==> src/rtl/ctr_pair_pkg.sv <==
// Shared definitions for the two-requester counter-pair arbiter:
// opcode and FSM encodings plus the values loaded by CLR and reset.
package ctr_pair_pkg;

    typedef enum logic [1:0] {
        OP_INC_X = 2'b00,
        OP_INC_Y = 2'b01,
        OP_SYNC  = 2'b10,
        OP_CLR   = 2'b11
    } op_e;

    typedef enum logic [1:0] {
        S_IDLE  = 2'b00,
        S_GRANT = 2'b01,
        S_EXEC  = 2'b10
    } state_e;

    localparam int unsigned CLR_X_VAL = 1;
    localparam int unsigned CLR_Y_VAL = 0;

    function automatic logic [1:0] onehot2(input logic idx);
        return idx ? 2'b10 : 2'b01;
    endfunction

endpackage

==> src/rtl/rr_pick2.sv <==
// Two-way round-robin selector: on contention the requester that did not
// win last time is picked; a lone requester always wins.
module rr_pick2 (
    input  logic [1:0] req,
    input  logic       last_winner,
    output logic       winner,
    output logic       valid
);

    always_comb begin
        valid  = |req;
        winner = 1'b0;
        if (req == 2'b11) begin
            winner = ~last_winner;
        end else begin
            winner = req[1];
        end
    end

endmodule

==> src/rtl/ctr_pair_arbiter.sv <==
// Arbitrates two requesters onto a shared pair of counters (x, y) through an
// IDLE -> GRANT -> EXEC sequence, keeping y <= x at all times.
module ctr_pair_arbiter
    import ctr_pair_pkg::*;
#(
    parameter int unsigned    W       = 4,
    parameter logic [W-1:0]   CNT_MAX = '1
) (
    input  logic         clk,
    input  logic         rst_n,
    input  logic [1:0]   req,
    input  logic [1:0]   op0,
    input  logic [1:0]   op1,
    output logic [1:0]   gnt,
    output logic         done,
    output logic         rej,
    output logic         busy,
    output logic [W-1:0] x,
    output logic [W-1:0] y,
    output logic         prop
);

    state_e       state_q, state_d;
    logic         win_q, win_d;
    op_e          op_q, op_d;
    logic         last_q, last_d;
    logic [W-1:0] x_q, x_d;
    logic [W-1:0] y_q, y_d;

    logic         pick_win;
    logic         pick_valid;
    logic         exec_rej;

    rr_pick2 u_rr_pick2 (
        .req         (req),
        .last_winner (last_q),
        .winner      (pick_win),
        .valid       (pick_valid)
    );

    always_comb begin
        state_d  = state_q;
        win_d    = win_q;
        op_d     = op_q;
        last_d   = last_q;
        x_d      = x_q;
        y_d      = y_q;
        exec_rej = 1'b0;

        case (state_q)
            S_IDLE: begin
                if (pick_valid) begin
                    state_d = S_GRANT;
                    win_d   = pick_win;
                    last_d  = pick_win;
                    op_d    = op_e'(pick_win ? op1 : op0);
                end
            end
            S_GRANT: begin
                state_d = S_EXEC;
            end
            S_EXEC: begin
                state_d = S_IDLE;
                case (op_q)
                    OP_INC_X: begin
                        if (x_q != CNT_MAX) begin
                            x_d = x_q + W'(1);
                        end else begin
                            exec_rej = 1'b1;
                        end
                    end
                    OP_INC_Y: begin
                        if (y_q < x_q) begin
                            y_d = y_q + W'(1);
                        end else begin
                            exec_rej = 1'b1;
                        end
                    end
                    OP_SYNC: begin
                        y_d = x_q;
                    end
                    OP_CLR: begin
                        x_d = W'(CLR_X_VAL);
                        y_d = W'(CLR_Y_VAL);
                    end
                    default: begin
                    end
                endcase
            end
            default: begin
                state_d = S_IDLE;
            end
        endcase
    end

    always_ff @(posedge clk) begin
        if (!rst_n) begin
            state_q <= S_IDLE;
            win_q   <= 1'b0;
            op_q    <= OP_INC_X;
            last_q  <= 1'b1;
            x_q     <= W'(CLR_X_VAL);
            y_q     <= W'(CLR_Y_VAL);
        end else begin
            state_q <= state_d;
            win_q   <= win_d;
            op_q    <= op_d;
            last_q  <= last_d;
            x_q     <= x_d;
            y_q     <= y_d;
        end
    end

    // Pulses are masked while reset is held so an aborted operation never reports completion.
    assign gnt  = (rst_n && (state_q == S_GRANT)) ? onehot2(win_q) : 2'b00;
    assign done = rst_n && (state_q == S_EXEC);
    assign rej  = done && exec_rej;
    assign busy = (state_q != S_IDLE);
    assign x    = x_q;
    assign y    = y_q;
    assign prop = !(y_q > x_q);

    a_prop: assert property (@(posedge clk) disable iff (!rst_n) prop);
    a_gnt_onehot: assert property (@(posedge clk) disable iff (!rst_n) $onehot0(gnt));
    a_gnt_state: assert property (@(posedge clk) disable iff (!rst_n)
        (gnt != 2'b00) |-> (state_q == S_GRANT));
    a_done_state: assert property (@(posedge clk) disable iff (!rst_n)
        done |-> (state_q == S_EXEC));

endmodule
==> config.mk <==
export PLATFORM = sky130hd
export DESIGN_NAME = ctr_pair_arbiter
export DESIGN_NICKNAME = d
export VERILOG_FILES = /design/src/rtl/ctr_pair_pkg.sv /design/src/rtl/rr_pick2.sv /design/src/rtl/ctr_pair_arbiter.sv
export SDC_FILE = /design/constraint.sdc
export NUM_CORES = 1
export LEC_CHECK = 0
export ABC_AREA = 1
export ABC_CLOCK_PERIOD_IN_PS = 1200
export BUFFER_PORTS_ARGS = -buffer_cell sky130_fd_sc_hd__buf_2
export CAP_MARGIN = 5
export CORE_MARGIN = 3
export CORE_UTILIZATION = 49
export CTS_BUF_LIST = sky130_fd_sc_hd__clkbuf_4 sky130_fd_sc_hd__clkbuf_8
export DETAILED_ROUTE_END_ITERATION = 6
export GPL_TIMING_DRIVEN = 0
export PLACE_DENSITY = 0.76
export SLEW_MARGIN = 10
export SYNTH_ARGS = -nofsm -noshare
export SYNTH_HDL_FRONTEND = slang
export SYNTH_SLANG_ARGS = --single-unit
==> constraint.sdc <==
create_clock -name clk -period 1.2 [get_ports clk]
set_input_delay 0.12 -clock clk [delete_from_list [all_inputs] [get_ports clk]]
set_output_delay 0.12 -clock clk [all_outputs]
set_load 0.1 [all_outputs]
* Yosys cells after proc, flatten, opt, wreduce, memory -nomap -nowiden
Cells that the tools add are included.
** Storage, ports and cells
- Bits in registers :: 14
- Output and inout port bits :: 14
- Logic and storage cells :: 48
** Cells by class
- Add/subtract/negate cells :: 2
- $lt $le $gt $ge :: 2
- Equality and inequality tests :: 10
- Mux-type cells :: 14
- Bitwise gates (word level) :: 1
- Reduce and logical (&&, ||, !) cells :: 13
** Operators by type and width (number)
- $pmux 4 s3 :: 1
- $add 4x1->4 const B :: 2
- $eq 2x2->1 const B :: 4
- $mux 2 :: 4
- $mux 4 :: 2
- $pmux 4 s2 :: 1
- $ne 2x2->1 const B :: 3
- $reduce_and 3->1 :: 2
- $eq 2x1->1 const B :: 2
- $gt 4x4->1 :: 1
- $logic_not 2->1 :: 2
- $lt 4x4->1 :: 1
- $mux 1 :: 4
- $ne 4x4->1 const B :: 1
- $pmux 2 s2 :: 1
- $reduce_bool 2->1 :: 2
- $logic_and 1x1->1 :: 3
- $reduce_bool 3->1 :: 1
- $pmux 1 s2 :: 1
- $reduce_and 2->1 :: 1
- $reduce_or 2->1 :: 1
- $logic_not 1->1 :: 1
- $not 1->1 :: 1

* Longest topological paths before layout
Gate-level depths: netlist (run 1).
- Word-level depth :: 5
- Depth in mapped cells :: 12

* Cells and area by module
Synthesis (run 1) repeated with hierarchy kept, for this count alone.
** Unflattened totals
- Cell total of the unflattened synthesis :: 131
- Area total of the unflattened synthesis :: 883.3 µm²
** Modules (own cells, without submodules)
- ctr_pair_arbiter :: instances 1, cells an instance 128, area an instance 868.3 µm², seq. area each 280.3 µm²
- rr_pick2 :: instances 1, cells an instance 3, area an instance 15.0 µm², seq. area each 0.0 µm²

* Least setup slack after synthesis (run 1)
OpenSTA, ideal clock, no wires.
- Path type :: register -> output
- Start :: register x_q[3], in the netlist x[3]
- End :: output rej
- Arrival :: 3.774 ns
- Data required time :: 1.080 ns
- Slack :: -2.694 ns
- Stages on the path, launching flop included :: 9
- Buffers on the path :: 0
- Path through :: dfxtp_1 > inv_1 > ha_1 > nand2_1 > inv_1 > nand2_1 > nand2_1 > a21oi_1 > nor3_1
** On the way
- Longest elaborated chain between the ends :: 5
** Ends and longest elaborated chain
- from (decl) :: RTL line ctr_pair_arbiter.sv:27 : logic [W-1:0] x_q, x_d;
- from (signal assigned) :: RTL line ctr_pair_arbiter.sv:102 : x_q <= W'(CLR_X_VAL);
- $lt 4x4->1 or $ne 4x4->1 (tied branches) :: RTL line ctr_pair_arbiter.sv:73, ctr_pair_arbiter.sv:66
- $mux 1 (on tied branches) :: RTL line ctr_pair_arbiter.sv:73, ctr_pair_arbiter.sv:66
- $pmux 1 s2 * :: RTL line ctr_pair_arbiter.sv:64 : case (op_q)
- $mux 1 * :: RTL line ctr_pair_arbiter.sv:50 : case (state_q)
- $logic_and 1x1->1 * :: RTL line ctr_pair_arbiter.sv:117 : assign rej = done && exec_rej;
- to (decl) :: RTL line ctr_pair_arbiter.sv:16 : output logic rej,
Mark *: on every way between the ends. The rest lies on a longest branch, timed or not.

* Worst setup path after layout (run 1)
- Start :: register x_q[1], in the netlist x[1]
- End :: output rej
Same word-level chain as after synthesis.

==> results of run 1 <==
-- sequential cells by signal, indices dropped and copies added (netlist names) --
signal   cells
state_q      2
y            4
last_q       1
op_q         2
x            4
win_q        1
-- stage by stage --
stage | setup slack [ns] | util, % | cells | TNS, ns | hold slack [ns]
final | -0.558 | 85.4 | 188 | -2.93 | 0.0613
after global routing | -0.628 | 85.4 | 188 | -4.08 | 0.0545
after CTS | -0.549 | 84.5 | 188 | -2.82 | 0.0637
after detailed placement | -0.499 | 72.0 | 178 | -2.21 | 0.391
after global placement | -0.484 | 72.0 | 178 | -1.96 | 0.384
after floorplan | -0.859 | - | 133 | -3.61 | 0.204
-- critical path: stages (launching register included) --
cell and delay (ns):
sky130_fd_sc_hd__dfxtp_4 0.39, sky130_fd_sc_hd__inv_4 0.04, sky130_fd_sc_hd__ha_4 0.25, sky130_fd_sc_hd__nand2_1 0.04
sky130_fd_sc_hd__nand2_1 0.05, sky130_fd_sc_hd__nand2_1 0.07, sky130_fd_sc_hd__nand2_2 0.08, sky130_fd_sc_hd__a21oi_2 0.07
sky130_fd_sc_hd__nor3_4 0.15, sky130_fd_sc_hd__buf_12 0.20
-- logic make-up after synthesis --
logic type	Yosys count	share of synthesized area [%]
DFF	14	31.9
buffers and inverters	22	9.39
and+or+nand+nor	71	37.4
AOI/OAI and AO/OA	18	10.8
adders and majority gates	6	8.53
xor gates and xnor gates	2	1.99
-- layout by cell type, fill, tap and decap left out, types with 4 or more instances in the layout --
cell and instances:
sky130_fd_sc_hd__nand2_2 5, sky130_fd_sc_hd__clkbuf_4 5, sky130_fd_sc_hd__nand3_1 6, sky130_fd_sc_hd__o21ai_0 5
sky130_fd_sc_hd__dfxtp_4 8, sky130_fd_sc_hd__buf_12 5, sky130_fd_sc_hd__nor2_4 6, sky130_fd_sc_hd__inv_2 6
sky130_fd_sc_hd__inv_4 4, sky130_fd_sc_hd__buf_2 7, sky130_fd_sc_hd__a21oi_1 8, sky130_fd_sc_hd__nand2_1 29
sky130_fd_sc_hd__inv_1 12, sky130_fd_sc_hd__buf_4 10, sky130_fd_sc_hd__nor2_1 15
-- path summary, 6_finish.rpt --
check	to	slack (ns)	cells past startpoint
setup reg to reg	y[3]$_SDFFE_PN0P_	-0.27	11
hold reg to reg	state_q[1]$_SDFFE_PN0P_	0.44	1
hold / removal	op_q[1]$_SDFFE_PN0P_	0.06	3
setup / recovery	rej	-0.56	9
-- power groups by stage --
stage                     Combinational [W]  Sequential [W]  Clock (W)
after global placement             0.000424        0.000532          0
after global routing               0.000560        0.000534   0.000388
after CTS                          0.000511        0.000524   0.000361
after floorplan                    0.000289        0.000598          0
after detailed placement           0.000433        0.000533          0
final                              0.000523        0.000526   0.000361
-- metal layers --
| metal | GRT usage, % | vias up | wire (µm) |
|---|---|---|---|
| met5 | 0 | - | 0 |
| met4 | 14.7 | 0 | 61 |
| met3 | 7.67 | 6 | 110 |
| met2 | 39.4 | 23 | 1200 |
| met1 | 27.7 | 429 | 1030 |
| li1 | - | 486 | - |
-- final cells by class --
type,instances,area [µm²]
Clock buffer,4,36.3
Fill cell,89,233
Inverter,22,92.6
Multi-Input combinational cell,97,629
Sequential cell,14,314
Tap cell,24,30.0
Timing Repair Buffer,27,259
-- timing repair --
action / 4_1_cts / 5_1_grt
gates resized for setup: 36 / 8
setup buffers: 6 / 0
pin swaps: 7 / 0
hold buffers: 0 / 0
setup endpoints to repair: 20 / 16
==> reports/summary.log, run 1 <==
qor: drt.drtPass1Iterations 4
qor: floorplan.initial_utilization 55.2%
qor: floorplan.rows 14
qor: drt.vias 944
qor: clock_tree.tritoncts built
qor: clock_tree.cts_root_buf sky130_fd_sc_hd__clkbuf_4
qor: grt.total_congestion_overflow 0
qor: worst_hold_path.hold_path_startpoint op0[1]
qor: place.final_replace_weighted_congestion 0.825
qor: drt.aggregate_routed_wire_length 2400 µm
qor: sta.timing.final.ws_setup -0.558 ns
qor: logic_synthesis.yosys_register_bits 14
qor: floorplan.io_pins 22
qor: run_status.outcome finished, violations left
qor: sta.timing.final.crit_share 147%
qor: drt.route.detailed.wl_per_inst 12.7 µm
qor: setup_path.critical_path_required 1.08 ns
qor: place.placed_area 1150 µm²
qor: power_and_ir_drop.net-switching-power 0.000576 W
qor: layout.final_design_area_no_fill 1360 µm²
qor: logic_synthesis.synth_warnings 0
qor: sta.relSlewSlack 76.0%
qor: power_and_ir_drop.p_comb_share 37.1%
qor: logic_synthesis.mapped_nets 147
qor: logic_synthesis.syn-cell-area 880 µm²
qor: clock_tree.tritoncts_num_sinks 14
qor: drt.initialDrtViolationCount 15
qor: logic_synthesis.synth_flop_cell sky130_fd_sc_hd__dfxtp_1
qor: logic_synthesis.async_reset_ff_share 0%
qor: worst_hold_path.type_of_the_most_critical_hold_path input port to flip-flop
qor: logic_synthesis.synth.cells.most_frequent 34 x sky130_fd_sc_hd__nand2_1, 20 x sky130_fd_sc_hd__inv_1, 20 x sky130_fd_sc_hd__nor2_1
qor: grt.grt_usage 24.2%
qor: sta.setup_viol_count_final 12
qor: power_and_ir_drop.power_report.internal_total 0.000835 W
qor: run_status.violations_in_the_final_reports setup timing
qor: sta.maxSlewViolCount 0
qor: setup_path.start_kind flip-flop
qor: layout.number_of_diodes_added_for_antenna_fixing 0
qor: logic_synthesis.seq_total_area_yosys 31.9%
qor: floorplan.die_height 48.4 µm
qor: sta.fmax 569 MHz
qor: floorplan.die_width 48.4 µm
qor: logic_synthesis.synth.distinct_cells 18
qor: clock_tree.clk_latency 0.31 ns
qor: grt.number_of_antenna_violations_at_the_first_check_in_global_routing 0
qor: floorplan.floorplan.core_area 1590 µm²
qor: logic_synthesis.netlist.area_leader.share 31.9%
qor: power_and_ir_drop.share_seq_of_total_power 37.3%
qor: setup_path.timing.rr.start x[1]$_SDFFE_PN0P_
qor: place.place.port_buffers 21
qor: power_and_ir_drop.power.leakage 0.619 nW
qor: drt.vias_per_cell 5.02
qor: floorplan.die_area 2340 µm²
qor: setup_path.critPathCaptureType output pin
qor: logic_synthesis.synthCells 133
qor: clock_tree.cts.clk_slew.worst_paths 0.09 ns
qor: power_and_ir_drop.report.power.total 0.00141 W
qor: logic_synthesis.yosysTopAreaCell sky130_fd_sc_hd__dfxtp_1
qor: sta.final-hold-violation-count 0
qor: setup_path.critical_path_class flip-flop to output pin
qor: drt.final_antenna_net_count 0
qor: sta.tightestPinTransition 0.360 ns
qor: sta.fin_clk_skew 0.00793 ns
qor: place.dp_hpwl 1620 µm
qor: setup_path.timing.critical_path.from x[1]$_SDFFE_PN0P_
qor: logic_synthesis.synthesis.area_per_instance 6.61 µm²
qor: clock_tree.cts_inserted_buffers 3
qor: grt.grt_pass1_vias 903
qor: logic_synthesis.yosys.cell_count.top_type sky130_fd_sc_hd__nand2_1
qor: layout.synthToLayoutAreaGrowth 54.8%
qor: clock_tree.ctsLongestPathBuffers 2
qor: power_and_ir_drop.switching_share 40.8%
qor: logic_synthesis.netlist_top_cells_area sky130_fd_sc_hd__dfxtp_1 32%, sky130_fd_sc_hd__nand2_1 15%, sky130_fd_sc_hd__ha_1 8.5%
qor: sta.post-route-min-period 1.76 ns
qor: power_and_ir_drop.share_clk_of_total_power 25.6%
qor: logic_synthesis.synth-edff-count 0
qor: setup_path.worstPathMaxFanout 5
qor: grt.grt_start_max_net_pins 9
qor: drt.route.detailed.drc 0
qor: sta.rsz0062_at_grt yes
qor: power_and_ir_drop.total_power_per_unit_cell_area 1040 nW/µm²
qor: setup_path.critPathArrivalTime 1.64 ns
qor: layout.final_layout_size_suffix_gt1_share 47.0%
qor: layout.design.final.nets 179
qor: job.max-cap-violations 0
qor: grt.grt_pass1_wl 4230 µm
qor: power_and_ir_drop.worst_supply_voltage_drop_on_vdd 0.992 mV
qor: clock_tree.cts.htree.levels 1
(Power assumes the default switching activity.)
==> run 2: changes to the inputs <==
--- a/config.mk
+++ b/config.mk
@@ -11,7 +11,7 @@
 export CAP_MARGIN = 5
 export CORE_MARGIN = 3
 export CORE_UTILIZATION = 49
-export CTS_BUF_LIST = sky130_fd_sc_hd__clkbuf_4 sky130_fd_sc_hd__clkbuf_8
+export CTS_BUF_LIST = sky130_fd_sc_hd__clkbuf_4
 export DETAILED_ROUTE_END_ITERATION = 6
 export GPL_TIMING_DRIVEN = 0
 export PLACE_DENSITY = 0.76
==> run 2 against run 1 <==
Compared with the run above: the flow still finishes with violations (setup timing); wire length is 26% higher; maximum frequency down 3.4%; critical path depth did not move; combinational power up 6.5%; total power shrank 1.7%; setup slack lost 0.062 ns; largest power group is now combinational logic.
==> reports/summary.log, run 2 (synthesized netlist as in run 1, its figures left out) <==
qor: setup_path.critical-path-max-stage-delay 0.39 ns
qor: layout.design.final.nets 183
qor: sta.final-hold-violation-count 0
qor: power_and_ir_drop.worst_supply_voltage_drop_on_vdd 0.939 mV
qor: clock_tree.cts_inserted_buffers 3
qor: clock_tree.postCtsHoldBufs 0
qor: place.place.port_buffers 21
qor: worst_hold_path.type_of_the_most_critical_hold_path input port to flip-flop
qor: sta.fin_tns_setup -4.03 ns
qor: layout.number_of_diodes_added_for_antenna_fixing 0
qor: layout.final_common_cell sky130_fd_sc_hd__nand2_1
qor: floorplan.initial_utilization 55.2%
qor: sta.maxSlewViolCount 0
qor: clock_tree.cts_root_buf sky130_fd_sc_hd__clkbuf_4
qor: floorplan.io_pins 22
qor: drt.vias_per_cell 5.30
qor: floorplan.floorplan.core_area 1590 µm²
qor: power_and_ir_drop.total_power_per_unit_cell_area 971 nW/µm²
qor: drt.vias 1017
qor: job.max-cap-violations 0
qor: sta.fin_clk_skew 0.00473 ns
qor: setup_path.slowest_stage sky130_fd_sc_hd__dfxtp_4
qor: setup_path.crit_path_cell_trace inv_4 > ha_4 > nand2_1 > nand2_1 > nand2_1 > nand2_2 > a21oi_4 > nor3_4 > buf_12
qor: clock_tree.cts.htree.levels 1
qor: run_status.violations_in_the_final_reports setup timing
qor: setup_path.critPathCaptureType output pin
qor: setup_path.cell_repeated_most_along_the_worst_path sky130_fd_sc_hd__nand2_1
qor: setup_path.critical_path_required 1.08 ns
qor: grt.number_of_antenna_violations_at_the_first_check_in_global_routing 0
qor: clock_tree.tritoncts_num_sinks 14
qor: layout.mostFrequentLayoutCells 27 x sky130_fd_sc_hd__nand2_1, 15 x sky130_fd_sc_hd__nor2_1, 14 x sky130_fd_sc_hd__inv_1, 12 x sky130_fd_sc_hd__buf_4, 9 x sky130_fd_sc_hd__dfxtp_4
qor: floorplan.rows 14
qor: sta.fmax 549 MHz
qor: layout.fillCellCount 72
qor: setup_path.critPathArrivalTime 1.70 ns
qor: clock_tree.clk_latency 0.30 ns
qor: drt.final_antenna_net_count 0
qor: drt.route.detailed.wl_per_inst 15.7 µm
qor: clock_tree.ctsLongestPathBuffers 2
qor: clock_tree.tritoncts built
qor: sta.tightestPinTransition 0.484 ns
qor: setup_path.critPathBufInv 2
qor: grt.grt_pass1_wl 4100 µm
qor: floorplan.die_width 48.4 µm
qor: drt.drtPass1Iterations 4
qor: setup_path.path_depth 9
qor: worst_hold_path.min_path_cells 3
qor: setup_path.regToRegSetupSlack -0.35 ns
qor: sta.timing.final.crit_share 152%
qor: place.final_replace_weighted_congestion 0.825
qor: place.dp_hpwl 1620 µm
qor: floorplan.die_area 2340 µm²
qor: sta.post-route-min-period 1.82 ns
qor: grt.grt_usage 22.9%
qor: floorplan.die_height 48.4 µm
qor: grt.grt_start_max_net_pins 9
qor: clock_tree.cts.clk_slew.worst_paths 0.09 ns
qor: setup_path.start_kind flip-flop
qor: place.placed_area 1150 µm²
qor: setup_path.worstPathMaxFanout 4
qor: sta.whs 0.0650 ns
qor: drt.initialDrtViolationCount 27
qor: layout.final_layout_size_suffix_gt1_share 50.0%
qor: sta.rsz0062_at_grt yes
qor: drt.route.detailed.drc 0
qor: setup_path.worst_r2r_path_depth 11
qor: layout.synthToLayoutAreaGrowth 62.4%
qor: sta.setup_viol_count_final 14
qor: run_status.outcome finished, violations left
qor: sta.relSlewSlack 68.0%
qor: drt.aggregate_routed_wire_length 3010 µm
qor: grt.grt_pass1_vias 878
qor: setup_path.crit_family simple AND/OR/NAND/NOR gates
qor: setup_path.critical_path_class flip-flop to output pin
qor: layout.final_design_area_no_fill 1430 µm²
qor: place.post_place_setup_slack -0.499 ns
qor: grt.total_congestion_overflow 0
qor: power_and_ir_drop.power.leakage 0.655 nW
qor: sta.timing.final.ws_setup -0.621 ns
==> run 2: changes by cell type in the layout (fill, tap and decap cells not counted), moves of 2 or more <==
cell / previous run / this run
sky130_fd_sc_hd__buf_4: 10 / 12
sky130_fd_sc_hd__buf_6: 3 / 5
sky130_fd_sc_hd__inv_1: 12 / 14
sky130_fd_sc_hd__inv_2: 6 / 4
sky130_fd_sc_hd__nand2_1: 29 / 27
==> run 2: layout make-up <==
cell class	instances	area (µm²)	area share [%]
Timing Repair Buffer	31	294	20.6
Clock buffer	3	22.5	1.58
Multi-Input combinational cell	97	668	46.8
Sequential cell	14	318	22.2
Tap cell	24	30.0	2.10
Clock inverter	1	3.75	0.263
Inverter	22	92.6	6.48
==> run 2: final timing paths <==
| kind | startpoint | end |
|---|---|---|
| worst max register to register | x[1]$_SDFFE_PN0P_ | y[3]$_SDFFE_PN0P_ |
| worst max-delay path | x[1]$_SDFFE_PN0P_ | rej |
| worst min-delay path | op1[0] | op_q[0]$_SDFFE_PN0P_ |
| worst min register to register | state_q[1]$_SDFFE_PN0P_ | state_q[1]$_SDFFE_PN0P_ |
==> run 2: per-stage QoR <==
step / cells / total power [W] / util [%]
final: 192 / 0.00139 / 89.6
after global routing: 192 / 0.00145 / 89.6
after CTS: 188 / 0.00132 / 83.4
after detailed placement: 178 / 0.000966 / 72.0
after global placement: 178 / 0.000956 / 72.0
after floorplan: 133 / 0.000888 / -
==> run 2: power breakdown <==
group,switching (W),internal [W],leakage [nW]
logic,0.000381,0.000176,0.519
registers,0.0000453,0.000486,0.122
clock network,0.000177,0.000122,0.0154
total,0.000603,0.000784,0.655
==> run 2: routing by layer <==
metal | vias to the layer above | part of all wire (%) | track usage (%)
li1 | 490 | - | -
met1 | 477 | 40 | 28.8
met2 | 42 | 51 | 37.4
met3 | 8 | 5.6 | 6.44
met4 | 0 | 3.2 | 8.53
met5 | - | 0 | 0
==> run 2: timing repair <==
item                                    in CTS  in global routing
buffers inserted                             6                  4
endpoints found under the hold margin        0                  0
endpoints found under the setup margin      20                 18
pin swaps                                    7                  4
gates resized for setup                     35                 18
==> run 2: worst register-to-register path: cells and delay by family (launching register included) <==
family | cells | cell delay [ns]
simple gates | 8 | 0.63
fa+ha+maj | 1 | 0.23
flops | 1 | 0.39
buf+inv | 2 | 0.22
==> run 3: changes to the inputs <==
--- a/config.mk
+++ b/config.mk
@@ -11,7 +11,7 @@
 export CAP_MARGIN = 5
 export CORE_MARGIN = 3
 export CORE_UTILIZATION = 49
-export CTS_BUF_LIST = sky130_fd_sc_hd__clkbuf_4
+export CTS_BUF_LIST = sky130_fd_sc_hd__clkbuf_8
 export DETAILED_ROUTE_END_ITERATION = 6
 export GPL_TIMING_DRIVEN = 0
 export PLACE_DENSITY = 0.76
==> run 3 against run 2 <==
Compared with the run above: the flow still finishes with violations (setup timing); largest power group unchanged; sequential share of layout area increased by 0.54 points; critical path type unchanged; sequential power decreased by 0.9%; register-to-register slack got worse by 0.02 ns; via count decreased by 5.7%; first-iteration DRC count down 37%; global-route usage increased by 0.39 points.
==> reports/summary.log, run 3 (synthesized netlist as in run 1, its figures left out) <==
qor: run_status.outcome finished, violations left
qor: run_status.violations_in_the_final_reports setup timing
qor: setup_path.critPathCaptureType output pin
qor: clock_tree.ctsLongestPathBuffers 2
qor: grt.grt_pass1_wl 4220 µm
qor: floorplan.die_height 48.4 µm
qor: floorplan.rows 14
qor: clock_tree.clk_latency 0.25 ns
qor: clock_tree.tritoncts built
qor: worst_hold_path.hold_path_startpoint op0[1]
qor: setup_path.critical_path_required 1.08 ns
qor: setup_path.start_kind flip-flop
qor: sta.maxSlewViolCount 0
qor: layout.final_common_cell sky130_fd_sc_hd__nand2_1
qor: drt.drtPass1Iterations 4
qor: place.dp_hpwl 1620 µm
qor: drt.aggregate_routed_wire_length 2510 µm
qor: floorplan.initial_utilization 55.2%
qor: sta.timing.final.ws_setup -0.533 ns
qor: grt.grt_pass1_vias 909
qor: layout.final_design_area_no_fill 1380 µm²
qor: sta.post-route-min-period 1.73 ns
qor: setup_path.regToRegSetupSlack -0.37 ns
qor: layout.synthToLayoutAreaGrowth 56.8%
qor: clock_tree.cts_root_buf sky130_fd_sc_hd__clkbuf_8
qor: clock_tree.cts.htree.levels 1
qor: layout.number_of_diodes_added_for_antenna_fixing 0
qor: sta.rsz0062_at_grt yes
qor: clock_tree.tritoncts_num_sinks 14
qor: power_and_ir_drop.report.power.total 0.00153 W
qor: power_and_ir_drop.power.leakage 0.633 nW
qor: drt.route.detailed.wl_per_inst 13.2 µm
qor: sta.relSlewSlack 67.7%
qor: grt.number_of_antenna_violations_at_the_first_check_in_global_routing 0
qor: clock_tree.cts.clk_slew.worst_paths 0.06 ns
qor: sta.setup_viol_count_final 12
qor: place.place.port_buffers 21
qor: setup_path.critical_path_class flip-flop to output pin
qor: power_and_ir_drop.total_power_per_unit_cell_area 1110 nW/µm²
qor: drt.initialDrtViolationCount 17
qor: place.placedCellCount 178
qor: floorplan.io_pins 22
qor: setup_path.timing.rr.start x[1]$_SDFFE_PN0P_
qor: layout.post-route-util 86.5%
qor: setup_path.critPathArrivalTime 1.61 ns
qor: drt.vias_per_cell 5.05
qor: drt.route.detailed.drc 0
qor: clock_tree.cts_inserted_buffers 3
qor: place.final_replace_weighted_congestion 0.825
qor: power_and_ir_drop.worst_supply_voltage_drop_on_vdd 1.30 mV
qor: worst_hold_path.hold_end op_q[1]$_SDFFE_PN0P_
qor: drt.vias 959
qor: layout.design.final.nets 181
qor: sta.timing.final.crit_share 144%
qor: drt.final_antenna_net_count 0
qor: grt.grt_start_max_net_pins 9
qor: job.max-cap-violations 0
qor: floorplan.floorplan.core_area 1590 µm²
qor: sta.fin_clk_skew 0.00508 ns
qor: grt.total_congestion_overflow 0
qor: floorplan.die_width 48.4 µm
qor: place.placed_area 1150 µm²
qor: sta.final-hold-violation-count 0
qor: sta.tightestPinTransition 0.488 ns
qor: grt.grt_usage 23.3%
qor: floorplan.die_area 2340 µm²
qor: setup_path.worstPathMaxFanout 2
qor: setup_path.critical_path.reg2reg.endpoint y[3]$_SDFFE_PN0P_
qor: worst_hold_path.type_of_the_most_critical_hold_path input port to flip-flop
qor: sta.whs 0.126 ns
qor: layout.final_layout_size_suffix_gt1_share 47.0%
qor: layout.mostFrequentLayoutCells 29 x sky130_fd_sc_hd__nand2_1, 16 x sky130_fd_sc_hd__nor2_1, 13 x sky130_fd_sc_hd__inv_1, 11 x sky130_fd_sc_hd__buf_2, 10 x sky130_fd_sc_hd__buf_4
qor: setup_path.worst_r2r_path_depth 12
qor: worst_hold_path.min_path_cells 3
qor: sta.fmax 577 MHz
qor: layout.fin_cells 190
[run 3: metal layers]
| layer | routed length [µm] | vias up | track usage (%) |
|---|---|---|---|
| met2 | 1230 | 25 | 40.4 |
| met1 | 1090 | 441 | 27.5 |
| met3 | 147 | 6 | 5.83 |
| met5 | 0 | - | 0 |
| met4 | 47 | 0 | 9.48 |
| li1 | - | 487 | - |
[run 3: report_power, final]
group / internal, W / leakage (nW) / total [W] / switching (W)
clock: 0.000291 / 0.0288 / 0.000459 / 0.000168
combinational: 0.000175 / 0.484 / 0.000543 / 0.000368
sequential: 0.000486 / 0.121 / 0.000526 / 0.0000396
[run 3: stage by stage]
stage | TNS [ns] | worst slack [ns]
after floorplan | -3.61 | -0.859
after global routing | -4.10 | -0.580
after CTS | -2.43 | -0.486
final | -3.03 | -0.533
after global placement | -1.96 | -0.484
after detailed placement | -2.21 | -0.499
[run 3: worst max-delay path by stage]
| stage | start | to |
|---|---|---|
| after detailed placement | x[3]$_SDFFE_PN0P_ | rej |
| final | x[3]$_SDFFE_PN0P_ | rej |
| after CTS | x[1]$_SDFFE_PN0P_ | rej |
| after floorplan | x[3]$_SDFFE_PN0P_ | rej |
| after global placement | x[3]$_SDFFE_PN0P_ | rej |
| after global routing | x[3]$_SDFFE_PN0P_ | rej |
[run 3: cell type report]
type / count / area [µm²]
multi-input combinational: 97 / 631
inverter: 22 / 92.6
tap: 24 / 30.0
clock buffer: 4 / 55.1
fill: 85 / 215
sequential: 14 / 314
timing repair buffer: 29 / 256
[run 3: repair_timing]
action	CTS	global route
endpoints found under the setup margin	12	16
pin swaps	7	0
gates resized for setup	30	7
setup buffers	6	2
hold buffers	0	0
[run 3: worst max-delay path, cell delays in order, from the launching register on]
cell,delay [ns]
sky130_fd_sc_hd__dfxtp_4,0.36
sky130_fd_sc_hd__inv_4,0.04
sky130_fd_sc_hd__ha_4,0.28
sky130_fd_sc_hd__nand2_2,0.05
sky130_fd_sc_hd__inv_2,0.06
sky130_fd_sc_hd__nand2_1,0.07
sky130_fd_sc_hd__nand2_2,0.09
sky130_fd_sc_hd__a21oi_2,0.07
sky130_fd_sc_hd__nor3_4,0.15
sky130_fd_sc_hd__buf_12,0.20
